<file path="src/rtl/uart_rx.sv">
// ----------------------------------------------------------------------------
// uart_rx : serial-to-parallel UART receiver (receive end of a uart_tx link)
//
// Frame: idle-high line, one low start bit, `length` data bits LSB first,
// optional even-parity bit, one high stop bit.
//
// Optional feature macro: UART_RX_PARITY_EN
//   defined   -> one even-parity bit follows the data bits, adds parity_error
//   undefined -> no parity bit, no parity_error port
//
// Parameters
//   length        data bits per frame
//   CLKS_PER_BIT  clk cycles per serial bit (>= 4)
//
// Ports
//   clk                     in   system clock, all logic on posedge
//   rstn                    in   asynchronous active-low reset
//   data_receiver           in   serial line, idle high, asynchronous to clk
//   data_received_register  out  data of the last good frame
//   data_received_signal    out  1-cycle pulse, new data in the register
//   framing_error           out  1-cycle pulse, stop bit sampled low
//   parity_error            out  1-cycle pulse, parity mismatch (macro only)
//   current_state           out  FSM state for debug
//
// Output handshake: data_received_signal is a valid-only strobe. There is no
// ready back-pressure; the consumer must take data_received_register in the
// cycle the strobe is high, and a later good frame overwrites it. The error
// strobes and the data strobe are mutually exclusive.
// ----------------------------------------------------------------------------
module uart_rx #(
    parameter int length       = 8,
    parameter int CLKS_PER_BIT = 16
) (
    input  logic              clk,
    input  logic              rstn,
    input  logic              data_receiver,
    output logic [length-1:0] data_received_register,
    output logic              data_received_signal,
    output logic              framing_error,
`ifdef UART_RX_PARITY_EN
    output logic              parity_error,
`endif
    output logic [1:0]        current_state
);

    localparam logic [1:0] ST_IDLE  = 2'd0;
    localparam logic [1:0] ST_START = 2'd1;
    localparam logic [1:0] ST_DATA  = 2'd2;
    localparam logic [1:0] ST_STOP  = 2'd3;

    // Bits sampled in the DATA state: data bits, plus the parity bit if enabled.
`ifdef UART_RX_PARITY_EN
    localparam int SAMPLE_BITS = length + 1;
`else
    localparam int SAMPLE_BITS = length;
`endif

    localparam int CW = $clog2(CLKS_PER_BIT);
    localparam int BW = $clog2(SAMPLE_BITS + 1);

    localparam logic [CW-1:0] CNT_LAST = CW'(CLKS_PER_BIT - 1);
    localparam logic [CW-1:0] CNT_HALF = CW'(CLKS_PER_BIT / 2 - 1);
    localparam logic [BW-1:0] BIT_LAST = BW'(SAMPLE_BITS - 1);
    localparam logic [BW-1:0] BIT_DATA = BW'(length);

    logic              rx_s;
    logic              rx_d;
    logic [1:0]        state;
    logic [CW-1:0]     clk_cnt;
    logic [BW-1:0]     bit_cnt;
    logic [length-1:0] shift_reg;
`ifdef UART_RX_PARITY_EN
    logic              parity_bit;
`endif

    assign current_state = state;

    // Two-flop synchronizer; rx_d is the older sample so a 1->0 transition
    // shows up as rx_d=1, rx_s=0.
    always_ff @(posedge clk or negedge rstn) begin
        if (!rstn) begin
            rx_s <= 1'b1;
            rx_d <= 1'b1;
        end else begin
            rx_s <= data_receiver;
            rx_d <= rx_s;
        end
    end

    always_ff @(posedge clk or negedge rstn) begin
        if (!rstn) begin
            state                  <= ST_IDLE;
            clk_cnt                <= '0;
            bit_cnt                <= '0;
            shift_reg              <= '0;
            data_received_register <= '0;
            data_received_signal   <= 1'b0;
            framing_error          <= 1'b0;
`ifdef UART_RX_PARITY_EN
            parity_bit             <= 1'b0;
            parity_error           <= 1'b0;
`endif
        end else begin
            data_received_signal <= 1'b0;
            framing_error        <= 1'b0;
`ifdef UART_RX_PARITY_EN
            parity_error         <= 1'b0;
`endif
            case (state)
                ST_IDLE: begin
                    clk_cnt <= '0;
                    bit_cnt <= '0;
                    // Edge-triggered start: a line stuck low never starts a frame.
                    if (rx_d && !rx_s) begin
                        state <= ST_START;
                    end
                end

                ST_START: begin
                    if (clk_cnt == CNT_HALF) begin
                        clk_cnt <= '0;
                        bit_cnt <= '0;
                        // Re-check mid start bit; high here means it was a glitch.
                        state   <= rx_s ? ST_IDLE : ST_DATA;
                    end else begin
                        clk_cnt <= clk_cnt + CW'(1);
                    end
                end

                ST_DATA: begin
                    if (clk_cnt == CNT_LAST) begin
                        clk_cnt <= '0;
                        if (bit_cnt < BIT_DATA) begin
                            // Right shift: first (LSB) bit ends up in [0].
                            shift_reg <= {rx_s, shift_reg[length-1:1]};
                        end
`ifdef UART_RX_PARITY_EN
                        else begin
                            parity_bit <= rx_s;
                        end
`endif
                        bit_cnt <= bit_cnt + BW'(1);
                        if (bit_cnt == BIT_LAST) begin
                            state <= ST_STOP;
                        end
                    end else begin
                        clk_cnt <= clk_cnt + CW'(1);
                    end
                end

                ST_STOP: begin
                    if (clk_cnt == CNT_LAST) begin
                        clk_cnt <= '0;
                        state   <= ST_IDLE;
                        if (!rx_s) begin
                            framing_error <= 1'b1;
`ifdef UART_RX_PARITY_EN
                        end else if ((^shift_reg) ^ parity_bit) begin
                            // Even parity: data ones plus parity bit must be even.
                            parity_error <= 1'b1;
`endif
                        end else begin
                            data_received_register <= shift_reg;
                            data_received_signal   <= 1'b1;
                        end
                    end else begin
                        clk_cnt <= clk_cnt + CW'(1);
                    end
                end

                default: state <= ST_IDLE;
            endcase
        end
    end

endmodule
</file>
<file path="config.mk">
export PLATFORM = sky130hd
export DESIGN_NAME = uart_rx
export DESIGN_NICKNAME = d
export VERILOG_FILES = /design/src/rtl/uart_rx.sv
export SDC_FILE = /design/constraint.sdc
export NUM_CORES = 1
export LEC_CHECK = 0
export BUFFER_PORTS_ARGS = -buffer_cell sky130_fd_sc_hd__buf_4
export CELL_PAD_IN_SITES_DETAIL_PLACEMENT = 1
export CELL_PAD_IN_SITES_GLOBAL_PLACEMENT = 2
export CORE_AREA = 3 3 61 63
export DETAILED_ROUTE_END_ITERATION = 10
export DIE_AREA = 0 0 64 66
export GPL_ROUTABILITY_DRIVEN = 0
export GPL_TIMING_DRIVEN = 1
export PLACE_DENSITY_LB_ADDON = 0.1
export SYNTH_ARGS = -nofsm -noshare
export SYNTH_HDL_FRONTEND = slang
export SYNTH_SLANG_ARGS = --single-unit
export TNS_END_PERCENT = 1
</file>
<file path="constraint.sdc">
create_clock -name clk -period 3.65 [get_ports clk]
set_clock_uncertainty 0.15 [all_clocks]
set_input_delay 0.1825 -clock clk [delete_from_list [all_inputs] [get_ports clk]]
set_output_delay 0.1825 -clock clk [all_outputs]
set_load 0.05 [all_outputs]
</file>
==> results.cfg <==
[run_status]
status = completed

[floorplanning]
die_w_microns = 64
die_h_microns = 66
rows = 21
dieArea_sq_mm = 0.00422
fp.coreArea_sq_mm = 0.00328
ios = 15
start_util_pct = 41.4

[power_and_ir_drop]
p_leak_nw = 0.746
powerDensity_mw_per_mm2 = 622
p_comb_share_pct = 19.8
p_int_mw = 0.681
clkPwrFrac_pct = 35.6
netSwitchingPower_mw = 0.314
worst_ir_drop_vdd_v = 0.000245
p_sw_share_pct = 31.6
p_seq_share_pct = 44.6

[global_routing]
gr-total-overflow = 0
first_global_vias = 880
grt_pass1_wl_microns = 4410
grt_max_degree = 31
groute.usage.overall_pct = 14.0
antenna_found_initial = 0

[run]
maxCapViolations = 0

[logic_synthesis]
synth_ff_type = dfrtp_1
yosysTopAreaCell = dfrtp_1
synth_seq_cells = 30
synthDominantCellAreaShare_pct = 51.6
synth.avg_cell_area_sq_um = 12.9
ys_types = 35
syn_inst = 105
synth_area_sq_mm = 0.00136
ys_warn_count = 0
ys_seq_area_share_pct = 55.4
synth_nets = 110
synthArstFlopShare_pct = 100
synth_edf_count = 0
synth_area_leaders = dfrtp_1, mux2_4, mux2_2

[worst_setup_path]
max_stage_delay_ns = 0.41
cp_cell_sequence = ha_1 -> and4_4 -> and3_4 -> mux2_4
endpoint_kind = register
crit_type = register to register
critPathLaunchType = register
worstPathRequired_ns = 3.73
path_delay_family = simple AND/OR/NAND/NOR gates
cp.buffers_inverters = 0
cpMaxStageDelayCell = dfrtp_1
arrival_ns = 2.03
cp_max_fo = 9

[place]
post_dp_cell_area_sq_mm = 0.00147
dp_slack_ns = 1.71
dp_hpwl_microns = 1710
port_buffers = 14

[clocking]
clock_latency_ns = 0.33
clock-sinks = 30
root_buffer = clkbuf_4
clk_pin_slew_ns = 0.10
htree_levels = 2
cts_tree = yes
clk_path_buf_depth = 2
cts_made_buffers = 5
cts_resized = 0

[timing]
tightest_slew_ns = 0.500
fin_ws_ns = 1.70
relSlewSlack_pct = 66.6
fin_tns_setup_ns = 0
rsz0062_at_grt = no
min_period_ns = 1.95
fmax_mhz = 512
slew_violations = 0
setup_viol = 0
finalCritPeriodShare_pct = 53.5
finalHoldViolations = 0

[drt]
drc_errors = 0
first_pass_iters = 3
drt_wl_total_microns = 2570
drt_iter0_drc = 44
vias = 862
via_per_inst = 5.10
wire_per_inst_microns = 15.2
ant_nets = 0

[cells_and_area]
fin_util_pct = 48.7
finalNetCount = 127
fillers = 345
drive_gt1_share_pct = 35.0
final_cell_mix = dfrtp_1, buf_4, mux2_4, mux2_2, nand2_1
final_common_cell = dfrtp_1
antenna_cells = 0
finalInstanceArea_sq_mm = 0.00160
area_growth_pct = 17.8

[min_path]
hp-class = input pin to async pin
[final cells by class]
cell class | instances | area, sq um | area share (%)
timing repair buffer | 16 | 125 | 7.82
sequential | 30 | 753 | 47.1
tap | 46 | 57.6 | 3.60
clock inverter | 2 | 60.1 | 3.75
inverter | 3 | 11.3 | 0.704
clock buffer | 6 | 51.3 | 3.21
multi-input combinational | 66 | 542 | 33.9
[final timing paths]
path	startpoint	depth (start not counted)	end	slack [ns]
max	clk_cnt[0]$_DFF_PN0_	4	data_received_register[7]$_DFFE_PN0P_	1.70
min	rstn	2	bit_cnt[2]$_DFFE_PN0P_	0.16
max reg2reg	clk_cnt[0]$_DFF_PN0_	4	data_received_register[7]$_DFFE_PN0P_	1.70
min reg2reg	rx_s$_DFF_PN1_	0	rx_d$_DFF_PN1_	0.26
max in group asynchronous	rstn	2	rx_d$_DFF_PN1_	2.86
min in group clk	rx_s$_DFF_PN1_	0	rx_d$_DFF_PN1_	0.26
[cell usage after synthesis, types with 2 or more instances]
library cell and n:
buf_2 3, o21ai_0 5, a22o_1 6, mux2_4 8, mux2_2 8, nor2_1 5, nand3_1 3, dfstp_2 2
buf_6 2, inv_1 3, nand2_1 7, dfrtp_1 28, nor2b_1 2, ha_1 2
[metal layers]
layer | vias up | track usage, % | wire length, microns
met1 | 430 | 20.0 | 1320
met3 | 6 | 5.10 | 109
met2 | 14 | 18.8 | 1100
met4 | 0 | 5.66 | 48
met5 | - | 0 | 0
li1 | 412 | - | -
[power by group through the flow]
| stage | Sequential, mW | Combinational [mW] | Clock (mW) |
|---|---|---|---|
| finish | 0.443 | 0.197 | 0.354 |
| global route | 0.454 | 0.218 | 0.376 |
| CTS | 0.444 | 0.200 | 0.363 |
| detailed placement | 0.451 | 0.198 | 0 |
| global placement | 0.449 | 0.191 | 0 |
| floorplan | 0.433 | 0.168 | 0 |
[kinds of logic after synthesis]
family	count (synthesis)	synth area share, %
flip-flops	30	55.4
AND/OR/NAND/NOR	26	10.7
AO/OA/AOI/OAI	21	11.2
multiplexers	16	15.5
buffers and inverters	9	4.70
adder cells (fa/ha/maj)	2	1.84
XOR/XNOR	1	0.645
[repair_timing]
action / 4_1_cts / 5_1_grt
hold buffers: 2 / 0
buffers inserted: 0 / 0
endpoints found under the hold margin: 31 / 0
[through the flow]
step                hold WS [ns]  total power [mW]  instances
floorplan                 -0.263             0.602        105
global placement         -0.0200             0.640        159
detailed placement       -0.0179             0.648        159
CTS                        0.160              1.01        169
global route               0.169              1.05        169
finish                     0.161             0.995        169
Power figures use the tool's default switching activity.
